## src/rtl/sram_share_arbiter.sv

```systemverilog
// Shares one single-port synchronous SRAM between instruction fetch and load/store,
// with data priority, a fetch anti-starvation limit and per-requester response routing.
module sram_share_arbiter #(
    parameter int MAX_DATA_STREAK = 4,
    parameter int ADDR_W          = 32
) (
    input  logic              clk_i,
    input  logic              rst_i,
    input  logic              inst_req_i,
    input  logic [ADDR_W-1:0] inst_addr_i,
    output logic              inst_gnt_o,
    output logic              inst_rvalid_o,
    output logic [31:0]       inst_rdata_o,
    input  logic              data_req_i,
    input  logic [3:0]        data_wen_i,
    input  logic [ADDR_W-1:0] data_addr_i,
    input  logic [31:0]       data_wdata_i,
    output logic              data_gnt_o,
    output logic              data_rvalid_o,
    output logic [31:0]       data_rdata_o,
    output logic              sram_en_o,
    output logic [3:0]        sram_wen_o,
    output logic [ADDR_W-1:0] sram_addr_o,
    output logic [31:0]       sram_wdata_o,
    input  logic [31:0]       sram_rdata_i,
    output logic              stallreq_if_o,
    output logic              stallreq_mem_o
);

    localparam int               SW         = $clog2(MAX_DATA_STREAK + 1);
    localparam logic [SW-1:0]    STREAK_MAX = SW'(MAX_DATA_STREAK);

    typedef enum logic {
        OWN_INST = 1'b0,
        OWN_DATA = 1'b1
    } owner_e;

    logic [SW-1:0] streak_q, streak_d;
    logic          owner_valid_q, owner_valid_d;
    owner_e        owner_q, owner_d;
    logic [31:0]   inst_rdata_q, inst_rdata_d;
    logic [31:0]   data_rdata_q, data_rdata_d;
    logic          inst_gnt_s, data_gnt_s;
    logic          inst_rvalid_s, data_rvalid_s;

    // Grant selection: data wins unless fetch has waited out the streak limit.
    always_comb begin
        inst_gnt_s = 1'b0;
        data_gnt_s = 1'b0;
        if (rst_i) begin
            inst_gnt_s = 1'b0;
            data_gnt_s = 1'b0;
        end else if (inst_req_i && (!data_req_i || (streak_q == STREAK_MAX))) begin
            inst_gnt_s = 1'b1;
        end else if (data_req_i) begin
            data_gnt_s = 1'b1;
        end else begin
            inst_gnt_s = 1'b0;
            data_gnt_s = 1'b0;
        end
    end

    // SRAM port mux from the granted requester; idle port is driven to zero.
    always_comb begin
        sram_en_o    = 1'b0;
        sram_wen_o   = 4'b0000;
        sram_addr_o  = {ADDR_W{1'b0}};
        sram_wdata_o = 32'h0000_0000;
        case ({inst_gnt_s, data_gnt_s})
            2'b10: begin
                sram_en_o   = 1'b1;
                sram_addr_o = inst_addr_i;
            end
            2'b01: begin
                sram_en_o    = 1'b1;
                sram_wen_o   = data_wen_i;
                sram_addr_o  = data_addr_i;
                sram_wdata_o = data_wdata_i;
            end
            default: begin
                sram_en_o    = 1'b0;
                sram_wen_o   = 4'b0000;
                sram_addr_o  = {ADDR_W{1'b0}};
                sram_wdata_o = 32'h0000_0000;
            end
        endcase
    end

    // Streak of data grants taken while a fetch is waiting.
    always_comb begin
        streak_d = streak_q;
        if (!inst_req_i || inst_gnt_s) begin
            streak_d = {SW{1'b0}};
        end else if (data_gnt_s && (streak_q != STREAK_MAX)) begin
            streak_d = streak_q + {{(SW-1){1'b0}}, 1'b1};
        end else begin
            streak_d = streak_q;
        end
    end

    // Owner tracking and response steering; rst gates an in-flight response away.
    always_comb begin
        owner_valid_d = inst_gnt_s || (data_gnt_s && (data_wen_i == 4'b0000));
        owner_d       = data_gnt_s ? OWN_DATA : OWN_INST;
        inst_rvalid_s = owner_valid_q && (owner_q == OWN_INST) && !rst_i;
        data_rvalid_s = owner_valid_q && (owner_q == OWN_DATA) && !rst_i;
        inst_rdata_d  = inst_rvalid_s ? sram_rdata_i : inst_rdata_q;
        data_rdata_d  = data_rvalid_s ? sram_rdata_i : data_rdata_q;
    end

    // State registers.
    always_ff @(posedge clk_i) begin
        if (rst_i) begin
            streak_q      <= {SW{1'b0}};
            owner_valid_q <= 1'b0;
            owner_q       <= OWN_INST;
            inst_rdata_q  <= 32'h0000_0000;
            data_rdata_q  <= 32'h0000_0000;
        end else begin
            streak_q      <= streak_d;
            owner_valid_q <= owner_valid_d;
            owner_q       <= owner_d;
            inst_rdata_q  <= inst_rdata_d;
            data_rdata_q  <= data_rdata_d;
        end
    end

    assign inst_gnt_o     = inst_gnt_s;
    assign data_gnt_o     = data_gnt_s;
    assign inst_rvalid_o  = inst_rvalid_s;
    assign data_rvalid_o  = data_rvalid_s;
    assign inst_rdata_o   = inst_rdata_d;
    assign data_rdata_o   = data_rdata_d;
    assign stallreq_if_o  = inst_req_i && !inst_gnt_s;
    assign stallreq_mem_o = data_req_i && !data_gnt_s;

endmodule

```

## config.mk

```make
export PLATFORM = sky130hd
export DESIGN_NAME = sram_share_arbiter
export DESIGN_NICKNAME = d
export VERILOG_FILES = /design/src/rtl/sram_share_arbiter.sv
export SDC_FILE = /design/constraint.sdc
export NUM_CORES = 1
export LEC_CHECK = 0
export ABC_AREA = 1
export CAP_MARGIN = 5
export CORE_ASPECT_RATIO = 1.75
export CORE_MARGIN = 2
export CORE_UTILIZATION = 32
export DETAILED_ROUTE_END_ITERATION = 8
export PLACE_DENSITY = 0.83
export SLEW_MARGIN = 20
export SYNTH_ARGS = -nofsm -noshare
export SYNTH_HDL_FRONTEND = slang
export SYNTH_SLANG_ARGS = --single-unit
```

## constraint.sdc

```tcl
create_clock -name clk_i -period 1.9 [get_ports clk_i]
set_input_delay 0.285 -clock clk_i [delete_from_list [all_inputs] [get_ports clk_i]]
set_output_delay 0.285 -clock clk_i [all_outputs]
set_load 0.01 [all_outputs]
```

==> metrics.txt <==
Worst Path Max Fanout=8; maxcap violations=0; HP Class=in2reg; number of fill cells=758; DR vias=between 6,000 and 7,000; Net Sw Frac=about 28%; register area share after synthesis=between 30% and 40%; initial antenna violation count=3; synthesized instance count=730; H-tree depth=3; TritonCTS clock tree=yes; routed vias/inst=4.73; pwr/cell area=477 nW/um^2; WHS=0.280 ns; Clock Pin Slew Worst Setup and Hold Paths=0.06 ns; Crit. End Element=primary output; fmax=0.420 GHz; Net Count, Synth=870; DRC=0; failing checks=setup timing; clk root buf=clkbuf_16; Leakage=0.00540 uW; Worst R2R Start=owner_q$_SDFF_PP0_; routed length per placed instance=18.6 um; die area=13,500 um^2; Slew HR=a little under three fifths; combinational power share=31.1%; pin count of the biggest net entering global routing=57; status=complete, but fails checks; Ports=275; first-pass GRT wire length=slightly above 30,000 um; WS Path Type=reg2out; Avg Synthesized Cell Area=5.49 um^2; Clock Latency Late Sink=approximately 0.34 ns; Layout Nets=roughly 1,300; largest vdd supply drop=~0.00033 V; pre-CTS WS=-0.797 ns; post-route setup TNS=-24.21 ns; CTS buffer count=9; Placed Cells=1,177; hold endpoint=owner_valid_q$_SDFF_PP0_; period utilization=125%; post-DP HPWL=approximately 12,000 um; DR pass1 iterations=5; Max Slew Vio Count=0; # setup viols final=89; P&R area growth vs syn=149%; # rows=54; # port buffers=274; fin cells=1,336; RSZ-0062 raised after global routing=true; post-synth cell types=11; Register Area=approximately 1400 um^2; GRT met3 Usage=7.98%; sw power=1340 uW; Core Footprint=12,400 um^2; share of cells above drive strength 1=50.6%; post-synthesis register bit count=69; met1 Usage GRT=26.8%; synthesized area=between 4000 and 5000 um^2; vias in the first global route=6,005; routability cong.=0.835; GRT busiest layer=met2; R2R depth=14; final WL=around 25,000 um; final worst setup slack=-0.483 ns; met2 usage=between 50 and 60%; Worst Skew=a little under 0.007 ns; GRT Residual Overflow=0; Placed Area=7400 um^2; clock share of power=37.5%; DRT iter0 DRCs=326; Int Power=3430 uW; Initial Utilization=32.4%; Flop pwr share=31.4%; critical path required time=between 1.5 and 2 ns; Die Ht=152 um; Worst Path Arrival=2.10 ns; worst hold stages=4; clock sink count=69; Synth Warn #=0; Final Instance Area=roughly 10000 um^2; RR Endpoint=inst_rdata_q[24]$_SDFF_PP0_; hold wc startpoint=rst_i; type of origin of the critical path=flip-flop; Least-Margin Pin Slew=0.674 ns; Detail Route Antenna Nets=0; final hold vios=0; area of the multi-input gates=between 2000 and 3000 um^2; commonest non-fill, non-tap cell in the layout=inv_1; Total GRT Usage=30.2%; most frequent cells in the layout=inv_1 (165), clkdlybuf4s50_1 (134), nand2_1 (129); Clock Tree Buf Depth=2; R2R Setup Slk=-0.06 ns; die width=88.6 um; Final min period=around 2.4 ns
[synth_stat cells]
library cell  instances  area [um^2]
a21oi_1              33          165
nand2_1             267         1000
dfxtp_1              69         1380
ha_1                  4         50.1
nand3_1              36          180
buf_2                16         80.1
inv_1               209          785
nor2_1               74          278
buf_1                 2         7.51
clkbuf_1             19         71.3
xnor2_1               1         8.76
[area by class of cell]
class	count	area share, %
well taps	168	2.10
flip-flops and latches	69	13.9
clock buffers	10	2.29
repair buffers	457	45.3
inverters	209	7.95
multi-input cells	415	27.5
clock inverters	6	0.864
diodes	2	0.0501
[worst max path at each step]
| stage | from | to | slack [ns] | depth (start not counted) |
|---|---|---|---|---|
| 6_report | streak_q[1]$_SDFFE_PP0P_ | sram_addr_o[1] | -0.48 | 13 |
| 5_1_grt | streak_q[1]$_SDFFE_PP0P_ | sram_addr_o[1] | -0.54 | 13 |
| 4_1_cts | streak_q[1]$_SDFFE_PP0P_ | sram_addr_o[21] | -0.46 | 13 |
| 3_5_place_dp | data_req_i | sram_addr_o[21] | -0.80 | 10 |
| 3_3_place_gp | data_req_i | sram_addr_o[21] | -0.80 | 10 |
| 2_1_floorplan | streak_q[0]$_SDFFE_PP0P_ | sram_addr_o[10] | 0.002 | 11 |
[critical path: stages (launching register included)]
cell and delay [ns]:
dfxtp_2 0.33, inv_2 0.04, ha_4 0.15, nand2_4 0.07
nand2_4 0.07, nand2_8 0.09, inv_4 0.05, nand2_4 0.08
ha_4 0.21, buf_4 0.14, buf_6 0.12, nand2_1 0.10
a21oi_2 0.15, buf_2 0.16
[power groups by stage]
stage	combinational, uW	sequential [uW]	clock, uW
after detailed placement	1010	1530	0
after global placement	1000	1520	0
final	1480	1500	1790
after global routing	1560	1500	1870
after CTS	1250	1490	1790
after floorplan	384	1520	0
[metrics by stage]
step,total power (uW),utilization [%]
final,4770,80.8
after CTS,4530,73.2
after floorplan,1910,-
after detailed placement,2540,59.8
after global placement,2530,59.8
after global routing,4930,80.8
[registers in the layout (all words and copies together) (netlist names)]
register,count
data_rdata_q,32
streak_q,3
owner_valid_q,1
owner_q,1
inst_rdata_q,32
[kinds of logic (layout without fill, tap and decap cells)]
kind of cell / Yosys count / count (layout) / share of synthesized area, %
AOI/OAI and AO/OA: 33 / 33 / 4.12
xor gates and xnor gates: 1 / 1 / 0.219
adders and majority gates: 4 / 4 / 1.25
buffers and inverters: 246 / 682 / 23.5
DFF: 69 / 69 / 34.5
other: 0 / 2 / 0
and+or+nand+nor: 377 / 377 / 36.4
[repair_timing]
| action | CTS | global route |
|---|---|---|
| endpoints found under the setup margin | 139 | 143 |
| hold buffers | 0 | 0 |
| pin swaps | 58 | 59 |
| gates resized for setup | 680 | 314 |
| gates cloned | 14 | 5 |
| buffers inserted | 116 | 31 |
[per-layer routing]
| layer | up-vias | wire (um) |
|---|---|---|
| li1 | 2908 | - |
| met1 | 2943 | 7650 |
| met2 | 356 | 13500 |
| met3 | 111 | 2060 |
| met4 | 0 | 1620 |
| met5 | - | 0 |
(Power assumes the default switching activity.)
